==> config.mk <==
export PLATFORM = sky130hd
export DESIGN_NAME = shiftregister_sipo_flat
export DESIGN_NICKNAME = d
export VERILOG_FILES = /design/src/rtl/sipo_pkg.sv /design/src/rtl/shiftregister_sipo_if.sv /design/src/rtl/sipo_bit_counter.sv /design/src/rtl/shiftregister_sipo.sv /design/src/flat_wrapper.sv
export SDC_FILE = /design/constraint.sdc
export NUM_CORES = 1
export LEC_CHECK = 0
export BUFFER_PORTS_ARGS = -buffer_cell sky130_fd_sc_hd__buf_2
export CAP_MARGIN = 10
export CORE_MARGIN = 4
export CORE_UTILIZATION = 45
export CTS_BUF_LIST = sky130_fd_sc_hd__clkbuf_4 sky130_fd_sc_hd__clkbuf_8
export DETAILED_ROUTE_END_ITERATION = 8
export PLACE_DENSITY_LB_ADDON = 0.1
export SETUP_SLACK_MARGIN = 0.15
export SLEW_MARGIN = 25
export SYNTH_ARGS = -nofsm -noshare
export SYNTH_HDL_FRONTEND = slang
export SYNTH_HIERARCHICAL = 1
export SYNTH_SLANG_ARGS = --single-unit
==> constraint.sdc <==
create_clock -name Clk -period 1.6 [get_ports Clk]
set_input_delay 0.32 -clock Clk [delete_from_list [all_inputs] [get_ports Clk]]
set_output_delay 0.32 -clock Clk [all_outputs]
set_load 0.05 [all_outputs]
==> src/rtl/sipo_pkg.sv <==
// Shared types and helpers for the SIPO deserializer and its bit counter.
package sipo_pkg;

  typedef enum logic [1:0] {
    ST_IDLE   = 2'd0,
    ST_SHIFT  = 2'd1,
    ST_PARITY = 2'd2
  } state_e;

  function automatic int cnt_w(input int width);
    return (width <= 2) ? 1 : $clog2(width);
  endfunction

endpackage

==> src/rtl/shiftregister_sipo_if.sv <==
// Serial input, parallel output handshake and status bundle of the SIPO deserializer.
interface shiftregister_sipo_if #(
  parameter int WIDTH = 4
);
  logic             Serial_In;
  logic             Frame_Start;
  logic             Parallel_Ready;
  logic             Overrun_Clear;
  logic [WIDTH-1:0] Parallel_Out;
  logic             Parallel_Valid;
  logic             Busy;
  logic             Overrun;
  logic             Parity_Error;

  modport master (
    output Serial_In, Frame_Start, Parallel_Ready, Overrun_Clear,
    input  Parallel_Out, Parallel_Valid, Busy, Overrun, Parity_Error
  );

  modport slave (
    input  Serial_In, Frame_Start, Parallel_Ready, Overrun_Clear,
    output Parallel_Out, Parallel_Valid, Busy, Overrun, Parity_Error
  );
endinterface

==> src/rtl/sipo_bit_counter.sv <==
// Frame bit counter: loads 1 on frame start, increments per bit, flags bit WIDTH-1.
module sipo_bit_counter
  import sipo_pkg::*;
#(
  parameter int WIDTH = 4,
  parameter int CW    = cnt_w(WIDTH)
) (
  input  logic          clk_i,
  input  logic          rst_i,
  input  logic          load1_i,
  input  logic          inc_i,
  output logic [CW-1:0] count_o,
  output logic          tc_o
);

  logic [CW-1:0] cnt_q, cnt_d;

  always_comb begin
    cnt_d = cnt_q;
    if (load1_i)    cnt_d = CW'(1);
    else if (inc_i) cnt_d = cnt_q + 1'b1;
  end

  always_ff @(posedge clk_i or posedge rst_i) begin
    if (rst_i) cnt_q <= '0;
    else       cnt_q <= cnt_d;
  end

  assign count_o = cnt_q;
  assign tc_o    = (cnt_q == CW'(WIDTH - 1));

endmodule

==> src/rtl/shiftregister_sipo.sv <==
// Serial-in/parallel-out deserializer with valid/ready output and sticky overrun.
// Define SIPO_PARITY_CHECK_EN to receive and check a trailing even-parity bit per frame.
module shiftregister_sipo
  import sipo_pkg::*;
#(
  parameter int WIDTH     = 4,
  parameter bit LSB_FIRST = 1'b1
) (
  input logic                Clk,
  input logic                Reset,
  shiftregister_sipo_if.slave bus
);

  localparam int CW        = cnt_w(WIDTH);
  localparam int FIRST_POS = LSB_FIRST ? 0 : WIDTH - 1;

  state_e           state_q, state_d;
  logic [WIDTH-1:0] shreg_q, shreg_d;
  logic [WIDTH-1:0] out_q, out_d;
  logic             vld_q, vld_d;
  logic             ovr_q, ovr_d;
  logic [CW-1:0]    cnt;
  logic             tc, load1, inc, commit;
  logic [WIDTH-1:0] word_c, placed_c;
  int               pos_c;

  function automatic logic [WIDTH-1:0] place(input logic [WIDTH-1:0] w, input int p,
                                             input logic b);
    logic [WIDTH-1:0] r;
    r = w;
    for (int i = 0; i < WIDTH; i++) if (i == p) r[i] = b;
    return r;
  endfunction

  sipo_bit_counter #(.WIDTH(WIDTH)) u_cnt (
    .clk_i  (Clk),
    .rst_i  (Reset),
    .load1_i(load1),
    .inc_i  (inc),
    .count_o(cnt),
    .tc_o   (tc)
  );

  assign pos_c    = LSB_FIRST ? int'(cnt) : (WIDTH - 1 - int'(cnt));
  assign placed_c = place(shreg_q, pos_c, bus.Serial_In);

  // Frame_Start always wins: it restarts assembly from any state.
  always_comb begin
    state_d = state_q;
    shreg_d = shreg_q;
    word_c  = shreg_q;
    commit  = 1'b0;
    load1   = 1'b0;
    inc     = 1'b0;
    if (bus.Frame_Start) begin
      shreg_d = place({WIDTH{1'b0}}, FIRST_POS, bus.Serial_In);
      load1   = 1'b1;
      state_d = ST_SHIFT;
    end else begin
      case (state_q)
        ST_SHIFT: begin
          inc     = 1'b1;
          shreg_d = placed_c;
          if (tc) begin
`ifdef SIPO_PARITY_CHECK_EN
            state_d = ST_PARITY;
`else
            commit  = 1'b1;
            word_c  = placed_c;
            state_d = ST_IDLE;
`endif
          end
        end
`ifdef SIPO_PARITY_CHECK_EN
        ST_PARITY: begin
          commit  = 1'b1;
          state_d = ST_IDLE;
        end
`endif
        default: ;
      endcase
    end
  end

  always_comb begin
    out_d = commit ? word_c : out_q;
    vld_d = commit | (vld_q & ~bus.Parallel_Ready);
    ovr_d = (commit & vld_q & ~bus.Parallel_Ready) | (ovr_q & ~bus.Overrun_Clear);
  end

  always_ff @(posedge Clk or posedge Reset) begin
    if (Reset) begin
      state_q <= ST_IDLE;
      shreg_q <= '0;
      out_q   <= '0;
      vld_q   <= 1'b0;
      ovr_q   <= 1'b0;
    end else begin
      state_q <= state_d;
      shreg_q <= shreg_d;
      out_q   <= out_d;
      vld_q   <= vld_d;
      ovr_q   <= ovr_d;
    end
  end

`ifdef SIPO_PARITY_CHECK_EN
  logic perr_q, perr_d;

  assign perr_d = commit ? (^shreg_q ^ bus.Serial_In) : perr_q;

  always_ff @(posedge Clk or posedge Reset) begin
    if (Reset) perr_q <= 1'b0;
    else       perr_q <= perr_d;
  end

  assign bus.Parity_Error = perr_q;
`else
  assign bus.Parity_Error = 1'b0;
`endif

  assign bus.Parallel_Out   = out_q;
  assign bus.Parallel_Valid = vld_q;
  assign bus.Overrun        = ovr_q;
  assign bus.Busy           = (state_q != ST_IDLE);

endmodule

==> src/flat_wrapper.sv <==
// flat-port wrapper written by rule: the top's interface ports become plain ports
module shiftregister_sipo_flat import sipo_pkg::*;
#(
  parameter int WIDTH     = 4,
  parameter bit LSB_FIRST = 1'b1
)
  (Clk, Reset, bus_Serial_In, bus_Frame_Start, bus_Parallel_Ready, bus_Overrun_Clear, bus_Parallel_Out, bus_Parallel_Valid, bus_Busy, bus_Overrun, bus_Parity_Error);
  shiftregister_sipo_if #(.WIDTH(WIDTH)) bus_i ();
  input logic Clk;
  input logic Reset;
  input wire logic [$bits(bus_i.Serial_In)-1:0] bus_Serial_In;
  input wire logic [$bits(bus_i.Frame_Start)-1:0] bus_Frame_Start;
  input wire logic [$bits(bus_i.Parallel_Ready)-1:0] bus_Parallel_Ready;
  input wire logic [$bits(bus_i.Overrun_Clear)-1:0] bus_Overrun_Clear;
  output wire logic [$bits(bus_i.Parallel_Out)-1:0] bus_Parallel_Out;
  output wire logic [$bits(bus_i.Parallel_Valid)-1:0] bus_Parallel_Valid;
  output wire logic [$bits(bus_i.Busy)-1:0] bus_Busy;
  output wire logic [$bits(bus_i.Overrun)-1:0] bus_Overrun;
  output wire logic [$bits(bus_i.Parity_Error)-1:0] bus_Parity_Error;
  assign bus_i.Serial_In = bus_Serial_In;
  assign bus_i.Frame_Start = bus_Frame_Start;
  assign bus_i.Parallel_Ready = bus_Parallel_Ready;
  assign bus_i.Overrun_Clear = bus_Overrun_Clear;
  assign bus_Parallel_Out = bus_i.Parallel_Out;
  assign bus_Parallel_Valid = bus_i.Parallel_Valid;
  assign bus_Busy = bus_i.Busy;
  assign bus_Overrun = bus_i.Overrun;
  assign bus_Parity_Error = bus_i.Parity_Error;
  shiftregister_sipo #(.WIDTH(WIDTH), .LSB_FIRST(LSB_FIRST)) u_core (.Clk(Clk), .Reset(Reset), .bus(bus_i));
endmodule
After elaboration in Yosys (flattened, before gate mapping)
Index checks and enable logic that the tools add are counted.

storage, ports and cells
  output and inout port bits = 8
  input bits = 6
  flip-flop bits (word level) = 14
  logic and storage cells = 46

operators by class
  mux-type cells = 20
  bitwise operators = 8
  reduce and logical (&&, ||, !) cells = 6
  equality and inequality tests = 5
  add/subtract/negate cells = 1

operators with widths
  kind                                                             number
  32-bit logical NOT                                               1
  4-bit two-way mux                                                5
  1-bit two-way mux                                                10
  2-bit two-way mux                                                5
  2-bit nonzero test                                               4
  1-bit bitwise AND                                                4
  2-bit == test, first input constant                              2
  2-bit by 1-bit adder with 2-bit output, second input constant    1
  1-bit by 2-bit == test with 1-bit output, first input constant   1
  2-bit by 1-bit == test with 1-bit output, second input constant  1
  2-bit == test, second input constant                             1
  1-bit NOT                                                        2
  1-bit bitwise OR                                                 2
  2-bit AND reduction                                              1

Depth between registers and ports, before layout
  depth in word-level cells = 7
  depth in mapped cells = 4

Cells and area by module
The synthesis kept the hierarchy.

by module, submodules not included
  module              cells each  area each (um^2)  times used
  shiftregister_sipo  50          523.0             1
  sipo_bit_counter    8           95.1              1

Worst setup path before layout
No wires, ideal clock.

  path type = register to register
  from = register u_core.state_q[0]
  to = register u_core.shreg_q[0]
  slack = 203 ps
  cell stages (with the launch flop) = 4
  library setup time = 125 ps
  path buffers = 0
  arrival time = 1,272 ps
  cells stage by stage = dfrtp_1 > nor3b_2 > nor2_1 > mux2_4

between the ends
  longest elaborated chain between the ends = 2

ends and longest elaborated chain
  element                                   RTL line                   text
  from (decl)                               shiftregister_sipo.sv:17   state_e state_q, state_d;
  from (signal assigned)                    shiftregister_sipo.sv:99   state_q <= state_d;
  2-bit by 1-bit == test with 1-bit output  shiftregister_sipo.sv:60   case (state_q)
  2-bit nonzero test (no source line)       -
  to (signal assigned)                      shiftregister_sipo.sv:100  shreg_q <= shreg_d;
  to (decl)                                 shiftregister_sipo.sv:18   logic [WIDTH-1:0] shreg_q, shreg_d;

Every way passes these cells.
A chain may end at the register's enable or synchronous reset.

Worst setup path in the final report
  from = register u_core.state_q[0]
  to = output port bus_Busy

between the ends
  longest elaborated chain between the ends = 1

ends and longest elaborated chain
  element             RTL line                   text
  2-bit nonzero test  shiftregister_sipo.sv:125  assign bus.Busy = (state_q != ST_IDLE);
  to (decl)           flat_wrapper.sv:17         output wire logic [$bits(bus_i.Busy)-1:0] bus_Busy;

Every way passes these cells.

==> impl_metrics.ini <==
[critical_path]
cp.depth = 1
regToRegSetupSlack_ns = 0.30
slowest_stage = dfrtp_1
cp-endpoint = bus_Busy
cpLargestDelayFamily = flip-flops
timing.rr.start = u_core/u_cnt/count_o[0]
max_stage_delay_ns = 0.46
required_ns = 1.28
startpoint_type = flop
reg2reg_to = u_core/bus.Parallel_Out[0]
critPathMaxFanout = 8
worst_setup_path_end_kind = output pin
crit_start = u_core/state_q[0]
path_cells = buf_2
worstPathArrival_ns = 1.03
rr_worst_depth = 4
critPathBufInv = 1
worstSetupPathType = reg2out

[finish]
syn_to_final_growth_pct = 18.4
fin_nets = 82
fill_cells = 121
insertedDiodeCount = 0
multi_input_area_sq_um = 270
final_cell_area_sq_um = 732
drive_gt1_share_pct = 27.0
regArea_sq_um = 328

[global_routing]
grt_max_degree = 12
antenna_found_initial = 0
gr-total-overflow = 0
grt_pass1_vias = 433
track_usage_pct = 12.9
grt_first_pass_wirelength_um = 1840

[timing]
fin_worst_skew_ns = 0.00140
drv_slew = 0
setup_violations = 0
timing.final.crit_share_pct = 84.4
finalHoldViolCount = 0
setup_ws_ns = 0.250
period_needed_ns = 1.35
clock.fmax_mhz = 741
tns_ns = 0
rsz0062_at_grt = no

[route]
dr.pass1.iters = 4
routed_wirelength_um = 1110
vias = 430
drc = 0
vias_per_cell = 4.83
drt_iter0_drc = 8
ant_nets = 0
post_drt_wl_per_cell_um = 12.5

[synth]
yosys.cell_types.count = 19
syn_inst = 58
async_reset_ff_share_pct = 100
ys_seq_area_share_pct = 52.6
ys.flop_type = dfrtp_1
netlist_area_sq_um = 618
synth_seq_cells = 13
syn-num-nets = 65
synth-edff-count = 0
yosys_warnings = 6
synth.avg_cell_area_sq_um = 10.7

[floorplanning]
io_pins = 14
fp.coreArea_sq_um = 1300
die_w_um = 45.1
initial_core_util_pct = 47.5
rows = 13
die_h_um = 45.1
die-area_sq_um = 2030

[worst_hold_path]
whs_path_depth = 2
holdCritPathClass = in2reg
hold_start = bus_Overrun_Clear

[outcome]
status = finished, final reports clean

[clocking]
cts_buffers = 3
clock-root-buffer = clkbuf_4
htree_levels = 1
cts.path.max_buffers = 2
cts_tree = done
cts_setup_buffers = 0
clk_pin_slew_ns = 0.08
clock-sinks = 13
clk_latency_ns = 0.27

[run]
drv_cap = 0

[placement]
place_hpwl_um = 835
preCtsSetupSlack_ns = 0.231
placed_area_sq_um = 689
gp_congestion = 0.728
io_buffers = 12

[pwr]
fin_total_pwr_w = 0.00105
power_leakage_nw = 0.378
cellPowerDensity_nw_per_um2 = 1430
ir_drop_v = 0.000558
==> power breakdown <==
| group | leakage [nW] | internal, W | switching [W] | total, W |
|---|---|---|---|---|
| registers | 0.163 | 0.000394 | 0.0000551 | 0.000449 |
| clock network | 0.0184 | 0.000113 | 0.000104 | 0.000218 |
| logic | 0.196 | 0.000119 | 0.000262 | 0.000381 |
==> cell families (layout without fill, tap and decap cells) <==
family | count (synthesis) | after routing | share of synthesized area, %
AO/OA/AOI/OAI | 6 | 6 | 5.47
XOR/XNOR | 1 | 1 | 1.42
adder cells (fa/ha/maj) | 1 | 1 | 2.02
buffers and inverters | 5 | 21 | 3.64
flip-flops | 13 | 13 | 52.6
multiplexers | 9 | 9 | 15.4
other | 1 | 1 | 0.607
AND/OR/NAND/NOR | 22 | 22 | 18.8
==> synthesized netlist by cell type, drive strengths merged, types with 2 or more instances <==
library cell	number	area share (%)
nand3b	3	3.6
nand2b	3	3.0
inv	4	2.4
o21ai	4	3.2
nor2b	2	2.0
mux2i	8	13
nand2	6	3.6
dfrtp	13	53
nor2	6	3.6
==> layer usage <==
metal | up-vias | share of wire (%) | GRT usage (%)
met5 | - | 0 | 0
met4 | 0 | 1.3 | 10.5
met3 | 2 | 4.8 | 2.39
met2 | 7 | 47 | 18.4
met1 | 198 | 47 | 16.8
li1 | 223 | - | -
==> area by class of cell <==
class | instances | share of cell area, %
inverters | 4 | 2.05
clock buffers | 4 | 4.10
repair buffers | 13 | 9.57
flip-flops and latches | 13 | 44.8
multi-input cells | 40 | 36.9
well taps | 15 | 2.56
==> worst min-delay path by stage <==
stage,endpoint
6_report,u_core/bus.Overrun
5_1_grt,u_core/bus.Overrun
3_5_place_dp,u_core/u_cnt/count_o[1]
4_1_cts,u_core/bus.Overrun
3_3_place_gp,u_core/u_cnt/count_o[1]
2_1_floorplan,u_core/u_cnt/count_o[0]
==> timing repair <==
item	CTS	global route
hold buffers	1	0
endpoints found under the setup margin	0	4
hold endpoints to repair	2	0
resized for setup	0	2
==> placed cells by master, fill, tap and decap left out <==
master         instances
mux2_4                 1
dfrtp_1               11
nor2b_1                2
xnor2_1                1
conb_1                 1
nor3b_2                1
nand2_1                6
o21ai_1                1
dlygate4sd3_1          1
mux2i_1                8
inv_1                  4
buf_2                 12
dfrtp_2                2
nand3b_1               3
ha_1                   1
nand3_1                1
o21ai_0                3
nand2b_1               3
nor2_1                 6
clkbuf_4               4
a21o_1                 1
o22ai_1                1
==> stage by stage <==
step                      util, %  std cells  hold WS (ns)
after global routing         56.3         89         0.226
after global placement       53.0         84         0.184
after detailed placement     53.0         84         0.189
after floorplan                 -         58        0.0612
after CTS                    56.1         89         0.228
final                        56.3         89         0.236
==> registers in the layout (all words and copies together) (netlist names) <==
name,cells
u_core/u_cnt/count_o,2
u_core/bus.Parallel_Valid,1
u_core/shreg_q,4
u_core/bus.Overrun,1
u_core/state_q,1
u_core/bus.Parallel_Out,4
Power figures use the tool's default switching activity.
